File: src/rtl/elevator_dispatcher.sv
// elevator_dispatcher: hall-call collector and car dispatcher.
// Latches hall calls into a pending vector. Scans the calls round-robin from a floor pointer.
// Picks an available car and hands the assignment over with a valid/ready handshake.
// Optional feature macro: ELEVATOR_NEAREST_CAR_EN.
//   Defined:   the car closest to the target floor is chosen (ties go to the lowest index).
//   Undefined: available cars are chosen round-robin.
module elevator_dispatcher #(
    parameter int FLOORS = 12,
    parameter int CARS   = 4,
    parameter int FW     = 4
) (
    input  logic                 clk,
    input  logic                 rst,
    input  logic [1:0]           sim_state,
    input  logic [FLOORS-1:0]    floors_requested,
    input  logic [2*CARS-1:0]    elevator_states,
    input  logic [FW*CARS-1:0]   car_floors,
    input  logic [CARS-1:0]      dispatch_ready,
    output logic [CARS-1:0]      dispatch_valid,
    output logic [FW-1:0]        dispatch_floor,
    output logic [FLOORS-1:0]    pending,
    output logic                 busy
);

    localparam int CW = (CARS > 1) ? $clog2(CARS) : 1;

    typedef enum logic [1:0] {
        ST_IDLE   = 2'd0,
        ST_SCAN   = 2'd1,
        ST_SELECT = 2'd2,
        ST_ISSUE  = 2'd3
    } state_t;

    state_t              state_r;
    state_t              state_s;
    logic [FLOORS-1:0]   pending_r;
    logic [CARS-1:0]     reserved_r;
    logic [FW-1:0]       pointer_r;
    logic [FW-1:0]       target_r;
    logic [CW-1:0]       car_r;
    logic [CARS-1:0]     valid_r;
    logic [FW-1:0]       floor_r;
    logic                busy_r;

    logic                sim_run_s;
    logic                sim_pause_s;
    logic                sim_clear_s;
    logic                scan_hit_s;
    logic [FW-1:0]       scan_floor_s;
    logic [CARS-1:0]     avail_s;
    logic [CARS-1:0]     moving_s;
    logic                pick_found_s;
    logic [CW-1:0]       pick_car_s;
    logic                handshake_s;
    logic [CARS-1:0]     car_onehot_s;
    logic [FLOORS-1:0]   target_onehot_s;

    // Returns {found, floor} for the first set bit at or above start, wrapping past the top floor.
    function automatic logic [FW:0] first_from(input logic [FLOORS-1:0] vec, input logic [FW-1:0] start);
        logic          found;
        logic [FW-1:0] pick;
        int            idx;
        found = 1'b0;
        pick  = '0;
        for (int i = 0; i < FLOORS; i++) begin
            idx   = int'(start) + i;
            idx   = (idx >= FLOORS) ? (idx - FLOORS) : idx;
            pick  = (!found && vec[idx]) ? FW'(idx) : pick;
            found = found | vec[idx];
        end
        return {found, pick};
    endfunction

    assign sim_run_s       = (sim_state == 2'b01);
    assign sim_pause_s     = (sim_state == 2'b10);
    assign sim_clear_s     = (sim_state == 2'b11);
    assign car_onehot_s    = {{(CARS-1){1'b0}}, 1'b1} << car_r;
    assign target_onehot_s = {{(FLOORS-1){1'b0}}, 1'b1} << target_r;
    assign handshake_s     = (state_r == ST_ISSUE) && (valid_r != '0) && dispatch_ready[car_r]
                             && !sim_pause_s && !sim_clear_s;
    assign {scan_hit_s, scan_floor_s} = first_from(pending_r, pointer_r);

    // Per-car availability: idle and not already holding an unconsumed assignment.
    always_comb begin
        avail_s  = '0;
        moving_s = '0;
        for (int c = 0; c < CARS; c++) begin
            moving_s[c] = (elevator_states[2*c +: 2] != 2'b00);
            avail_s[c]  = !moving_s[c] && !reserved_r[c];
        end
    end

`ifdef ELEVATOR_NEAREST_CAR_EN
    // Nearest-car pick: smallest floor distance to the target; a strict compare keeps ties on the lowest index.
    always_comb begin
        logic [FW-1:0] best;
        logic [FW-1:0] dist;
        logic [FW-1:0] cf;
        logic          take;
        pick_found_s = 1'b0;
        pick_car_s   = '0;
        best         = '0;
        for (int c = 0; c < CARS; c++) begin
            cf           = car_floors[FW*c +: FW];
            dist         = (cf >= target_r) ? (cf - target_r) : (target_r - cf);
            take         = avail_s[c] && (!pick_found_s || (dist < best));
            best         = take ? dist : best;
            pick_car_s   = take ? CW'(c) : pick_car_s;
            pick_found_s = pick_found_s | avail_s[c];
        end
    end
`else
    logic [CW-1:0] rr_r;
    logic          unused_floors_s;

    assign unused_floors_s = ^car_floors;

    // Round-robin pick: the first available car starting one past the last dispatched car.
    always_comb begin
        int  idx;
        pick_found_s = 1'b0;
        pick_car_s   = '0;
        for (int i = 0; i < CARS; i++) begin
            idx          = int'(rr_r) + i;
            idx          = (idx >= CARS) ? (idx - CARS) : idx;
            pick_car_s   = (!pick_found_s && avail_s[idx]) ? CW'(idx) : pick_car_s;
            pick_found_s = pick_found_s | avail_s[idx];
        end
    end

    // Round-robin start pointer advances past each car that accepts an assignment.
    always_ff @(posedge clk or negedge rst) begin
        if (!rst) begin
            rr_r <= '0;
        end else if (handshake_s) begin
            rr_r <= (int'(car_r) == CARS - 1) ? '0 : car_r + CW'(1);
        end else begin
            rr_r <= rr_r;
        end
    end
`endif

    // Next-state logic: clear beats everything, pause freezes, stop abandons SCAN/SELECT.
    always_comb begin
        state_s = state_r;
        if (sim_clear_s) begin
            state_s = ST_IDLE;
        end else if (sim_pause_s) begin
            state_s = state_r;
        end else begin
            case (state_r)
                ST_IDLE:   state_s = (sim_run_s && (pending_r != '0)) ? ST_SCAN : ST_IDLE;
                ST_SCAN:   state_s = (sim_run_s && scan_hit_s) ? ST_SELECT : ST_IDLE;
                ST_SELECT: state_s = !sim_run_s ? ST_IDLE : (pick_found_s ? ST_ISSUE : ST_SELECT);
                ST_ISSUE:  state_s = handshake_s ? ST_IDLE : ST_ISSUE;
                default:   state_s = ST_IDLE;
            endcase
        end
    end

    // FSM state register.
    always_ff @(posedge clk or negedge rst) begin
        if (!rst) begin
            state_r <= ST_IDLE;
        end else begin
            state_r <= state_s;
        end
    end

    // Hall-call capture: new calls are always ORed in, so a call arriving during a clear survives it.
    always_ff @(posedge clk or negedge rst) begin
        if (!rst) begin
            pending_r <= '0;
        end else if (sim_clear_s) begin
            pending_r <= floors_requested;
        end else begin
            pending_r <= (pending_r & ~(handshake_s ? target_onehot_s : '0)) | floors_requested;
        end
    end

    // Reservation: set on accept, dropped as soon as the car reports any non-idle state.
    always_ff @(posedge clk or negedge rst) begin
        if (!rst) begin
            reserved_r <= '0;
        end else if (sim_clear_s) begin
            reserved_r <= '0;
        end else begin
            reserved_r <= (reserved_r & ~moving_s) | (handshake_s ? car_onehot_s : '0);
        end
    end

    // Scan pointer moves one past each serviced floor so calls are served fairly.
    always_ff @(posedge clk or negedge rst) begin
        if (!rst) begin
            pointer_r <= '0;
        end else if (sim_clear_s) begin
            pointer_r <= '0;
        end else if (handshake_s) begin
            pointer_r <= (target_r == FW'(FLOORS - 1)) ? '0 : target_r + FW'(1);
        end else begin
            pointer_r <= pointer_r;
        end
    end

    // Target floor and chosen car are latched on leaving SCAN and SELECT respectively.
    always_ff @(posedge clk or negedge rst) begin
        if (!rst) begin
            target_r <= '0;
            car_r    <= '0;
        end else begin
            target_r <= ((state_r == ST_SCAN) && (state_s == ST_SELECT)) ? scan_floor_s : target_r;
            car_r    <= ((state_r == ST_SELECT) && (state_s == ST_ISSUE)) ? pick_car_s : car_r;
        end
    end

    // Registered outputs: the assignment shows from the second ISSUE cycle and drops with the handshake edge.
    always_ff @(posedge clk or negedge rst) begin
        if (!rst) begin
            valid_r <= '0;
            floor_r <= '0;
            busy_r  <= 1'b0;
        end else if (sim_clear_s) begin
            valid_r <= '0;
            floor_r <= '0;
            busy_r  <= 1'b0;
        end else if (sim_pause_s) begin
            valid_r <= valid_r;
            floor_r <= floor_r;
            busy_r  <= busy_r;
        end else begin
            valid_r <= ((state_r == ST_ISSUE) && (state_s == ST_ISSUE)) ? car_onehot_s : '0;
            floor_r <= ((state_r == ST_ISSUE) && (state_s == ST_ISSUE)) ? target_r : '0;
            busy_r  <= (state_s != ST_IDLE);
        end
    end

    assign dispatch_valid = valid_r;
    assign dispatch_floor = floor_r;
    assign pending        = pending_r;
    assign busy           = busy_r;

endmodule

File: config.mk
export PLATFORM = sky130hd
export DESIGN_NAME = elevator_dispatcher
export DESIGN_NICKNAME = d
export VERILOG_FILES = /design/src/rtl/elevator_dispatcher.sv
export SDC_FILE = /design/constraint.sdc
export NUM_CORES = 1
export LEC_CHECK = 0
export ABC_AREA = 1
export CORE_MARGIN = 4
export CORE_UTILIZATION = 55
export CTS_CLUSTER_SIZE = 16
export DETAILED_ROUTE_END_ITERATION = 12
export GPL_TIMING_DRIVEN = 0
export PLACE_DENSITY = 0.92
export SYNTH_ARGS = -nofsm -noshare
export SYNTH_HDL_FRONTEND = slang
export SYNTH_SLANG_ARGS = --single-unit
File: constraint.sdc
create_clock -name clk -period 4 [get_ports clk]
set_clock_uncertainty 0.2 [all_clocks]
set_input_delay 1.2 -clock clk [delete_from_list [all_inputs] [get_ports clk]]
set_output_delay 1.2 -clock clk [all_outputs]
set_load 0.005 [all_outputs]
==> out/results.ini, run 1 <==
[run_status]
status=finished clean

[run]
maxCapViolations=0

[floorplanning]
die_w_um=93.8
io_pins=65
coreArea_um2=7210
dieHeight_um=93.8
start_util_pct=56.1
die_area_um2=8790
rows=31

[global_routing]
track_usage_pct=27.5
first_global_vias=4340
grt_max_degree=40
overflow=0
antenna_found_initial=0
grt_pass1_wl_um=19500

[worst_setup_path]
startpoint_type=register
path_class=register to register
cp.arrival_ns=3.75
cp_max_fo=13
critPathRequiredTime_ns=3.98
end_kind=register

[cells_and_area]
drive_gt1_share_pct=10.3
n_fill_cell=632
area_growth_pct=18.4
fin_area_um2=4790
final_nets=755
antennaDiodeCount=0
post-route-util_pct=66.4
instances_no_fill=777

[synthesis]
synth_seq_cells=39
async_flop_share_pct=100
syn-num-nets=700
seq_area_frac_synth_pct=24.1
ys.flop_type=dfrtp_1
synth_edf_count=0
synth.avg_cell_area_um2=6.49
syn_inst=623
ys_types=50
ys_warn_count=0
synth.cell_area_um2=4050

[sta]
fmax_mhz=266
final_hold_viol_count=0
fin_hold_ws_ns=0.300
setup_violations=0
finalCritPeriodShare_pct=94.1
tightestPinTransition_ns=0.854
slew_headroom_pct=43.1
fin_crit_ns=3.76
maxSlewViolCount=0

[route]
dr.pass1.iters=7
wl_per_cell_um=15.3
totalWireLength_um=11900
ant_nets=0
vias=4466
drc=0
via_per_inst=5.75
drt_iter0_drc=299

[clocking]
cts_hold_buf=0
cts.sinks=39
post_cts_buffers=0
clk-insertion-delay-late_ns=0.30
root_buffer=clkbuf_8
cts_made_buffers=5
clockBufferDepth=2
clk_pin_slew_worst_paths_ns=0.07
cts_tree=built
htreeDepth=2

[placed_design]
dp.cells=770
dp_hpwl_um=9460
numPortBuffers=48
placed_area_um2=4640
gp_congestion=0.916

[pwr]
power_mw=1.00
p_leak_nw=2.37
powerDensity_nw_per_um2=209
peakVddDrop_mv=0.274

[min_path]
hold_path.class=register to register

-- worst max-delay path, cell delays in order (launching register included) --
cell and delay [ns]:
dfrtp_2 0.47, inv_1 0.07, clkbuf_4 0.23, ha_2 0.46, inv_1 0.12, ha_1 0.21, nor2_1 0.07, o21ai_0 0.12
inv_1 0.08, nand2_1 0.11, nand2_1 0.08, nand2_1 0.09, o21bai_1 0.20, nand2_1 0.10, nand4_2 0.14, nor2_1 0.16
nand4_1 0.16, nand2_2 0.16, nand2_1 0.07, nand2_2 0.07, nand2_4 0.09, nand4_1 0.10, nand2_1 0.07
-- per-layer routing --
layer / part of all wire, % / global-route usage, % / vias up
met5: 0 / 0 / -
met3: 6.5 / 3.21 / 47
li1: - / - / 2177
met2: 50 / 48.7 / 194
met4: 4.2 / 14.7 / 0
met1: 40 / 32.1 / 2048
-- layout by cell type (no fill, tap or decap), types with 3 or more instances in the layout --
cell	netlist	final
nand2_1	181	181
nand3_1	67	67
inv_1	66	66
nor2_1	55	55
clkdlybuf4s50_1	0	47
dfrtp_1	39	37
o21ai_0	36	34
ha_1	33	31
nand4_1	22	22
a31o_2	12	12
nand2_2	8	8
inv_2	9	8
o21ai_1	9	8
xor2_1	8	8
nor3_1	8	8
clkbuf_1	7	7
clkbuf_8	0	6
a21oi_1	6	5
o21ai_2	1	4
o22ai_1	4	4
nor4_1	4	4
nand3_2	3	3
buf_4	3	3
-- kinds of logic (layout without fill, tap and decap cells) --
group / Yosys count / in the layout / share of synthesized area (%)
XOR/XNOR: 13 / 13 / 3.19
buffers and inverters: 92 / 147 / 9.16
AND/OR/NAND/NOR: 361 / 361 / 40.1
adder cells (fa/ha/maj): 33 / 33 / 10.2
AO/OA/AOI/OAI: 85 / 85 / 13.2
flip-flops: 39 / 39 / 24.1
-- layout make-up --
| class | count | area (um^2) | share of cell area [%] |
|---|---|---|---|
| Multi-Input combinational cell | 492 | 2750 | 57.4 |
| Sequential cell | 39 | 978 | 20.4 |
| Timing Repair Buffer | 48 | 475 | 9.92 |
| Inverter | 78 | 298 | 6.22 |
| Tap cell | 99 | 124 | 2.59 |
| Clock buffer | 6 | 82.6 | 1.72 |
| Buffer | 14 | 80.1 | 1.67 |
| Clock inverter | 1 | 5.00 | 0.104 |
-- report_power, final --
group | internal, mW | switching [mW] | total, mW
logic | 0.106 | 0.166 | 0.272
clock network | 0.135 | 0.134 | 0.269
registers | 0.421 | 0.0383 | 0.459
total | 0.662 | 0.338 | 1.00
-- registers in the layout, indices dropped and copies added (netlist names) --
register	cells
pending	12
dispatch_valid	4
state_r	2
pointer_r	4
busy	1
rr_r	2
target_r	4
dispatch_floor	4
car_r	2
reserved_r	4
-- final timing paths --
path | cells past startpoint | from | slack [ns] | end
worst max-delay path | 22 | pointer_r[1]$_DFFE_PN0P_ | 0.24 | dispatch_floor[0]$_DFFE_PN0P_
worst min-delay path | 2 | dispatch_floor[1]$_DFFE_PN0P_ | 0.30 | dispatch_floor[1]$_DFFE_PN0P_
worst max register to register | 22 | pointer_r[1]$_DFFE_PN0P_ | 0.24 | dispatch_floor[0]$_DFFE_PN0P_
worst min register to register | 2 | dispatch_floor[1]$_DFFE_PN0P_ | 0.30 | dispatch_floor[1]$_DFFE_PN0P_
max in group asynchronous | 1 | rst | 2.20 | pointer_r[1]$_DFFE_PN0P_
min in group asynchronous | 1 | rst | 0.81 | pending[2]$_DFF_PN0_
-- metrics by stage --
stage	setup WS (ns)	TNS, ns
3_3_place_gp	0.0306	0
6_report	0.236	0
4_1_cts	0.0415	0
3_5_place_dp	-0.0531	-0.312
2_1_floorplan	0.683	0
5_1_grt	-0.00356	-0.00356
-- synth_stat cells (6+ instances only) --
library cell,instances,area share (%)
nand2_1,181,17
inv_1,66,6.1
nor3_1,8,0.99
o21ai_1,9,1.1
o21ai_0,36,4.5
dfrtp_1,39,24
nand4_1,22,3.4
nand2_2,8,1.2
inv_2,9,0.84
nand3_1,67,8.3
a31o_2,12,2.6
a21oi_1,6,0.74
xor2_1,8,1.7
clkbuf_1,7,0.65
ha_1,33,10
nor2_1,55,5.1
-- timing repair --
action | in CTS | in global routing
hold endpoints to repair | 0 | 0
gates resized for setup | 0 | 16
endpoints found under the setup margin | 0 | 15
Power figures use the tool's default switching activity.
==> inputs of run 2 (changes only) <==
--- a/config.mk
+++ b/config.mk
@@ -6,7 +6,7 @@
 export NUM_CORES = 1
 export LEC_CHECK = 0
 export ABC_AREA = 1
-export CORE_MARGIN = 4
+export CORE_MARGIN = 2
 export CORE_UTILIZATION = 55
 export CTS_CLUSTER_SIZE = 16
 export DETAILED_ROUTE_END_ITERATION = 12
==> out/results.ini, run 2 (synthesized netlist as in run 1, its figures left out) <==
[run_status]
status=finished clean

[global_routing]
grt_max_degree=40
antenna_found_initial=0
track_usage_pct=29.8
first_global_vias=4539
overflow=0
grt_pass1_wl_um=20200

[clocking]
root_buffer=clkbuf_8
cts_made_buffers=5
clk_pin_slew_worst_paths_ns=0.07
cts.sinks=39
htreeDepth=2
clockBufferDepth=2
cts_hold_buf=0
cts_tree=built
clk-insertion-delay-late_ns=0.29

[cells_and_area]
fin_area_um2=4840
n_fill_cell=606
antennaDiodeCount=0
mostFrequentLayoutCells=nand2_1 (181), nand3_1 (67), inv_1 (66)
final_nets=761
area_growth_pct=19.6
largest_reg_flops=12
drive_gt1_share_pct=10.8
final_common_cell=nand2_1
instances_no_fill=784

[floorplanning]
dieHeight_um=89.8
die_w_um=89.8
coreArea_um2=7180
die_area_um2=8060
start_util_pct=56.4
io_pins=65
rows=31

[sta]
setup_violations=0
tightestPinTransition_ns=0.852
final_hold_viol_count=0
fin_hold_ws_ns=0.292
finalCritPeriodShare_pct=94.0
slew_headroom_pct=43.2
fmax_mhz=266
maxSlewViolCount=0
fin_crit_ns=3.76

[route]
totalWireLength_um=12100
drt_iter0_drc=293
vias=4536
ant_nets=0
drc=0
dr.pass1.iters=6
wl_per_cell_um=15.5
via_per_inst=5.79

[placed_design]
numPortBuffers=48
placed_area_um2=4640
dp_hpwl_um=9350
gp_congestion=0.984
dp.cells=770

[pwr]
p_leak_nw=2.40
p_clk_share_pct=26.0
power_switching_mw=0.337
power_frac_comb_pct=27.9
switching_share_pct=34.1
p_int_mw=0.652
power_mw=0.990
seq_power_share_pct=46.1
powerDensity_nw_per_um2=205
peakVddDrop_mv=0.433

[min_path]
hold_path.class=register to register

[worst_setup_path]
path_class=register to register
startpoint_type=register
cp.arrival_ns=3.75
critPathRequiredTime_ns=3.99
end_kind=register
cp_max_fo=13

[run]
maxCapViolations=0

==> run 2: through the flow <==
step	setup TNS, ns	setup slack (ns)	util, %
floorplan	0	0.683	-
global placement	0	0.0135	64.8
detailed placement	-0.855	-0.116	64.7
CTS	0	0.0658	65.9
global route	-0.0339	-0.0339	67.4
finish	0	0.240	67.4
==> run 2: power groups by stage <==
stage               clock [mW]  sequential (mW)  combinational [mW]
CTS                      0.257            0.455               0.267
global placement             0            0.460               0.256
detailed placement           0            0.463               0.263
global route             0.272            0.460               0.307
finish                   0.257            0.457               0.276
floorplan                    0            0.453               0.160
==> run 2: cell type report <==
type                       count  area (um^2)  share of cell area, %
clock inverter                 1         5.00                  0.103
sequential                    39          978                   20.2
timing repair buffer          54          520                   10.8
buffer                        14         80.1                   1.66
clock buffer                   7         76.3                   1.58
multi-input combinational    492         2760                   57.0
tap                           99          124                   2.56
inverter                      78          295                   6.10
==> run 2: worst paths after layout <==
path / startpoint / end / slack, ns / cells past startpoint
worst max-delay path: pointer_r[1]$_DFFE_PN0P_ / busy$_DFFE_PN0P_ / 0.24 / 25
worst min-delay path: busy$_DFFE_PN0P_ / busy$_DFFE_PN0P_ / 0.29 / 2
worst max register to register: pointer_r[1]$_DFFE_PN0P_ / busy$_DFFE_PN0P_ / 0.24 / 25
worst min register to register: busy$_DFFE_PN0P_ / busy$_DFFE_PN0P_ / 0.29 / 2
max in group asynchronous: rst / pointer_r[1]$_DFFE_PN0P_ / 2.20 / 1
min in group asynchronous: rst / dispatch_floor[2]$_DFFE_PN0P_ / 0.80 / 1
==> run 2: what timing repair did <==
action | CTS | global route
resized for setup | 0 | 15
setup buffers | 0 | 6
endpoints found under the setup margin | 0 | 14
==> run 2: layer usage <==
metal	up-vias	wire length [um]	GRT usage, %
met4	0	594	14.6
met2	234	5920	53.6
li1	2186	-	-
met5	-	0	0
met1	2057	4840	34.8
met3	59	767	4.11
==> run 2: worst max-delay path: stages, from the launching register on <==
cell and delay, ns:
dfrtp_2 0.46, inv_1 0.08, clkbuf_4 0.24, ha_1 0.25, nand2_1 0.09, nand2_1 0.07
nand2_1 0.06, nand2_1 0.07, ha_1 0.19, o21bai_2 0.22, nand2_1 0.09, nand2_1 0.12
nand2_1 0.11, nand3_1 0.13, nand2_2 0.13, nand3_4 0.10, nor2_4 0.11, nand4_2 0.12
nor2_1 0.15, nand4_1 0.14, nand2_2 0.12, nand2_1 0.06, nand2_2 0.07, nand2_4 0.09
o21ai_2 0.13, nand2_1 0.06
==> patch 1 (config.mk and constraints of run 2) <==
Set the parameter `FW` to 8 (it was 4).
--- a/src/rtl/elevator_dispatcher.sv
+++ b/src/rtl/elevator_dispatcher.sv
@@ -8,5 +8,5 @@
     parameter int FLOORS = 12,
     parameter int CARS   = 4,
-    parameter int FW     = 4
+    parameter int FW     = 8
 ) (
     input  logic                 clk,
Interface: changed (resized car_floors and dispatch_floor); port bits go from 65 to 85. No check against the original RTL was run, so the function may have changed too.
==> patch 1 against run 2 <==
Wire length up 110%. Sequential share of layout area down 5.6 points. Sequential cell count up 12. Synthesized area up 74%. Largest power group unchanged. Cell count up 73%. Critical path type unchanged. The flow now finishes with violations (setup timing). Global-route usage up 4.8 points. Power up 35%. Cell area up 82%. Setup slack worse by 0.31 ns.
==> patch 1: results (changes against run 2) <==
cells after synthesis 1089 (was 623); syn_nets 1179 (was 700); CTS max path bufs 2 (unchanged); antenna cells 0 (unchanged); initial DRC count 1128 (was 293); buffers added on ports 51 (was 48); max layer used met4 (unchanged); hold path depth 2 (unchanged); cts bufs inserted 5 (unchanged); Final WS setup -0.07067 ns (was 0.2398 ns); Root Driver clkbuf_16 (was clkbuf_8); wl on met1 9.200 mm (was 4.837 mm); initial antenna violation count 0 (unchanged); first-pass GRT wire length 36.85 mm (was 20.18 mm); critical-path maximum fanout 6 (was 13); Netlist cell types 53 (was 50); Nets 1275 (was 761); Non-Filler Instances 1358 (was 784); Yosys warning total 0 (unchanged); arrival time worst endpoint 4.04 ns (was 3.75 ns); Crit-path slowest cell dfrtp_2 (unchanged); failing checks setup timing; wire per inst 18.49 um (was 15.46 um); Worst-path clk slew 0.06 ns; routability cong. 1.071 (was 0.9844); HP Class flip-flop to flip-flop (unchanged); largest net degree at the start of global routing 37 (was 40); WL met2 11.44 mm (was 5.922 mm); Hold Crit Start busy (unchanged); vias in the first global route 7462 (was 4539); DP Wirelength 17.64 mm (was 9.353 mm); Slowest Stage Delay on Critical Path 0.45 ns; Met3 Wirelength 2.676 mm (was 767 um); Pleak 4.169 nW (was 2.396 nW); cells on worst reg2reg path 29 (was 25); Max IR drop VDD 278.5 uV (was 433.2 uV); vias per cell 6.105 (was 5.786); share of cells above drive strength 1 0.2218 (was 0.1080); asr flop ratio synth 1.000 (unchanged); Largest register FFs 12 (unchanged); Hold EP busy (unchanged); grt total ovfl 0 (unchanged); sequential element share of the synthesized area 0.1809 (was 0.2413); Pre-antenna DRT Iters 6 (unchanged); top post-synthesis cells by area dfrtp_1, nand2_1, xor2_1 (was dfrtp_1, nand2_1, ha_1); Final setup viols 3 (was 0); FF-to-FF Start pointer_r[1] (unchanged); Post-synth top cells nand2_1, inv_1, nor2_1 (was nand2_1, nand3_1, inv_1); H-tree Lvls 2 (unchanged); clk_lat worst skew 0.29 ns (about the same); status complete, but fails checks (was completed); measured slew at the worst slew-check pin 0.8604 ns (was 0.8523 ns); overall routing resource usage 0.3461 (was 0.2980); worst flop-to-flop path endpoint target_r[1] (was busy)
[patch 1: cell types whose count changed after synthesis, sizes merged, moves of 9 or more]
cell and delta:
xor2 +48, dfrtp +12, a21oi +9, inv +53, nor2 +68, o21ai +41, nand4 +12, nand3 +33
xnor2 +12, nor3 +15, nand2 +122, buf +13
[patch 1: final cells by class]
cell class	instances	area, sq um
multi-input combinational	873	5507
fill	959	3782
sequential	51	1281
timing repair buffer	90	847.1
inverter	136	556.8
buffer	28	241.5
tap	172	215.2
clock buffer	7	132.6
clock inverter	1	5.005
[patch 1: worst max-delay path by stage]
stage            startpoint           endpoint  slack [ns]  cells after the start
3_5_place_dp   pointer_r[1]        target_r[2]       -1.04                     27
2_1_floorplan  pointer_r[1]  dispatch_floor[3]        0.06                     30
5_1_grt        pointer_r[1]        target_r[1]       -0.14                     29
6_report       pointer_r[1]        target_r[1]       -0.07                     29
3_3_place_gp   pointer_r[1]        target_r[2]       -0.96                     27
4_1_cts        pointer_r[1]  dispatch_floor[3]       0.002                     30
[patch 1: worst max-delay path: cells and delay by family, from the launching register on]
kind,cells,cell delay (ns)
buf+inv,9,0.90
xor+xnor,1,0.22
fa+ha+maj,2,0.32
compound gates,1,0.05
simple gates,16,1.79
flops,1,0.45
[patch 1: logic make-up (layout without fill, tap and decap cells)]
logic type	Yosys count	count (layout)	synth area share
buffers and inverters	165	262	0.1005
xor gates and xnor gates	73	73	0.09805
AOI/OAI and AO/OA	149	149	0.1282
DFF	51	51	0.1809
adders and majority gates	30	30	0.05319
and+or+nand+nor	621	621	0.4392
[patch 1: report_power, final]
part	internal [W]	switching, W
Sequential	0.000547	0.0000464
Combinational	0.000121	0.000212
Clock	0.000232	0.000177
[patch 1: stage by stage]
step	cell area (sq um)	TNS (ns)	setup WS (ns)	hold slack [ns]
finish	8786	-0.1252	-0.07067	0.2890
global placement	7784	-18.11	-0.9621	0.2710
CTS	8267	0	0.002402	0.2914
floorplan	7058	0	0.06074	0.2724
global route	8786	-1.648	-0.1365	0.3093
detailed placement	7799	-20.07	-1.045	0.2660
[patch 1: routing by layer]
| metal | global-route usage | vias up |
|---|---|---|
| li1 | - | 3749 |
| met1 | 0.4237 | 3752 |
| met2 | 0.5648 | 617 |
| met3 | 0.07106 | 172 |
| met4 | 0.2016 | 0 |
| met5 | 0 | - |
[patch 1: repair_timing]
action / in CTS / in global routing
setup endpoints to repair: 23 / 23
resized for setup: 36 / 108
setup buffers: 19 / 19
pin swaps: 9 / 39
==> patch 2 (flow settings as in run 2) <==
Made on the original files. Reset style: synchronous (`rst`), changed in 7 clocked blocks.
--- a/src/rtl/elevator_dispatcher.sv
+++ b/src/rtl/elevator_dispatcher.sv
@@ -130,5 +130,5 @@
 
     // Round-robin start pointer advances past each car that accepts an assignment.
-    always_ff @(posedge clk or negedge rst) begin
+    always_ff @(posedge clk) begin
         if (!rst) begin
             rr_r <= '0;
@@ -160,5 +160,5 @@
 
     // FSM state register.
-    always_ff @(posedge clk or negedge rst) begin
+    always_ff @(posedge clk) begin
         if (!rst) begin
             state_r <= ST_IDLE;
@@ -169,5 +169,5 @@
 
     // Hall-call capture: new calls are always ORed in, so a call arriving during a clear survives it.
-    always_ff @(posedge clk or negedge rst) begin
+    always_ff @(posedge clk) begin
         if (!rst) begin
             pending_r <= '0;
@@ -180,5 +180,5 @@
 
     // Reservation: set on accept, dropped as soon as the car reports any non-idle state.
-    always_ff @(posedge clk or negedge rst) begin
+    always_ff @(posedge clk) begin
         if (!rst) begin
             reserved_r <= '0;
@@ -191,5 +191,5 @@
 
     // Scan pointer moves one past each serviced floor so calls are served fairly.
-    always_ff @(posedge clk or negedge rst) begin
+    always_ff @(posedge clk) begin
         if (!rst) begin
             pointer_r <= '0;
@@ -204,5 +204,5 @@
 
     // Target floor and chosen car are latched on leaving SCAN and SELECT respectively.
-    always_ff @(posedge clk or negedge rst) begin
+    always_ff @(posedge clk) begin
         if (!rst) begin
             target_r <= '0;
@@ -215,5 +215,5 @@
 
     // Registered outputs: the assignment shows from the second ISSUE cycle and drops with the handshake edge.
-    always_ff @(posedge clk or negedge rst) begin
+    always_ff @(posedge clk) begin
         if (!rst) begin
             valid_r <= '0;
Behaviour: differs if rst is asserted again (counterexample within 4 cycles, from zero or initial values and one cycle with rst low); with rst held inactive, the same outputs for 4 cycles.
==> patch 2 against run 2 <==
Cell area shrank 1.4%. Non-clock buffer count shrank 2. Power shrank 6.4%. Critical path type unchanged. Core utilization shrank 1.3 points. Worst hold slack lost 0.019 ns. Setup slack lost 0.028 ns. Critical endpoint is now dispatch_floor[0]. Synthesized cell count grew 4.7%. Sequential cell count is the same. Wire length grew 0.73%. Synthesized area grew 0.43%. Cell count grew 2.9%.
==> patch 2: results (changes against run 2) <==
status completed (unchanged); Pre-antenna DRT Iters 6 (unchanged); measured slew at the worst slew-check pin 0.5326 ns (was 0.8523 ns); hold path depth 2 (unchanged); vias in the first global route 4400 (was 4539); Fillers 659 (was 606); H-tree Lvls 2 (unchanged); DP Wirelength 9.631 mm (was 9.353 mm); asr flop ratio synth 0 (was 1.000); Yosys warning total 0 (unchanged); vias per cell 5.724 (was 5.786); XOR/XNOR share of the synthesized area 0.03419 (was 0.03186); Non-Filler Instances 807 (was 784); clk_lat worst skew 0.30 ns; syn_nets 728 (was 700); Post-synth top cells nand2_1, inv_1, nand3_1 (was nand2_1, nand3_1, inv_1); Max IR drop VDD 225.7 uV (was 433.2 uV); antenna cells 0 (unchanged); overall routing resource usage 0.2992 (was 0.2980); WL final 12.21 mm (was 12.12 mm); syn_area_per_cell 6.231 sq um (was 6.493 sq um); initial DRC count 459 (was 293); Hold Crit Start reserved_r[3] (was busy); Nets 783 (was 761); cells on worst reg2reg path 23 (was 25); Slowest Stage Delay on Critical Path 0.44 ns (was 0.46 ns); Max-cap violations 0 (unchanged); FF-to-FF Start pointer_r[1] (unchanged); Synth Area in Adders 0.09855 (was 0.1021); Pleak 2.278 nW (was 2.396 nW); top post-synthesis cells by area dfxtp_1, nand2_1, ha_1 (was dfrtp_1, nand2_1, ha_1); dominant synthesized flop cell dfxtp_1 (was dfrtp_1); arrival time worst endpoint 3.77 ns (was 3.75 ns); M3 GR Usage 0.03940 (was 0.04107); first-pass GRT wire length 19.95 mm (was 20.18 mm); Synth Area in Compound Gates 0.1728 (was 0.1321); Largest register FFs 12 (unchanged); share of cells above drive strength 1 0.09322 (was 0.1080); cts bufs inserted 5 (unchanged); main combinational cell family by area after synthesis simple AND/OR/NAND/NOR gates (unchanged); GR Layer Usage met1 0.3491 (was 0.3482); mux contribution to synthesized area 0.007391 (was 0); pre-CTS setup slack -0.03784 ns (was -0.1165 ns); M2 GR Usage 0.5316 (was 0.5360); worst flop-to-flop path endpoint dispatch_floor[0] (was busy); sequential element share of the synthesized area 0.1922 (was 0.2413); CTS max path bufs 2 (unchanged); routability cong. 0.9632 (was 0.9844); Hold Buf Count CTS 0 (unchanged); Peak Freq 264.0 MHz (was 265.9 MHz); Post-Place Cells 798 (was 770); initial antenna violation count 0 (unchanged); Hold EP reserved_r[3] (was busy); Netlist cell types 55 (was 50); Crit-path slowest cell ha_1 (was dfrtp_2); Root Driver clkbuf_8 (unchanged); largest net degree at the start of global routing 15 (was 40); Worst-path clk slew 0.09 ns (was 0.07 ns); HP Class flip-flop to flip-flop (unchanged); buffers added on ports 47 (was 48)
patch 2: how the worst max path moves through the flow:
stage                  startpoint                end  cells after the start
3_3_place_gp   elevator_states[5]  dispatch_floor[1]                     12
6_report             pointer_r[1]  dispatch_floor[0]                     23
3_5_place_dp   elevator_states[5]  dispatch_valid[3]                     12
5_1_grt              pointer_r[1]  dispatch_floor[2]                     21
2_1_floorplan        pointer_r[1]  dispatch_floor[0]                     23
4_1_cts              pointer_r[1]  dispatch_valid[3]                     21
patch 2: timing repair:
action,CTS,global route
gates resized for setup,0,7
setup endpoints to repair,0,14
setup buffers,0,1
patch 2: layer usage:
layer  routed length [um]  share of wire
met2                 5844           0.48
met5                    0              0
met1                 4885           0.40
met3                  823          0.067
met4                  656          0.054
patch 2: cell type report:
class,count,area [sq um],share of cell area
Sequential cell,39,783.3,0.1642
Inverter,97,371.6,0.07789
Buffer,18,107.6,0.02255
Clock buffer,5,68.82,0.01442
Timing Repair Buffer,48,478.0,0.1002
Tap cell,99,123.9,0.02596
Multi-Input combinational cell,498,2814,0.5898
Clock inverter,3,23.77,0.004983
patch 2: logic make-up after synthesis:
family,Yosys count
XOR/XNOR,12
multiplexers,3
buffers and inverters,115
AND/OR/NAND/NOR,334
AO/OA/AOI/OAI,117
flip-flops,39
adder cells (fa/ha/maj),32
patch 2: stage by stage:
step	area, sq um	hold WS [ns]	setup TNS [ns]
after floorplan	4063	0.2429	0
after global placement	4657	0.2503	0
after detailed placement	4657	0.2608	-0.2169
after CTS	4750	0.2759	0
after global routing	4771	0.2929	-0.002073
final	4771	0.2730	0
patch 2: worst max-delay path, delay by kind of cell, from the launching register on:
family                     cells  cell delay (ns)
AOI/OAI and AO/OA              2             0.33
adders and majority gates      2             0.66
buffers and inverters          6             0.74
DFF                            1             0.39
and+or+nand+nor               13             1.34
patch 2: report_power, final:
part           internal (W)  switching, W  total [W]
Clock              0.000125      0.000158   0.000282
Combinational     0.0000941      0.000127   0.000221
Sequential         0.000402     0.0000209   0.000423
Total              0.000621      0.000305   0.000926
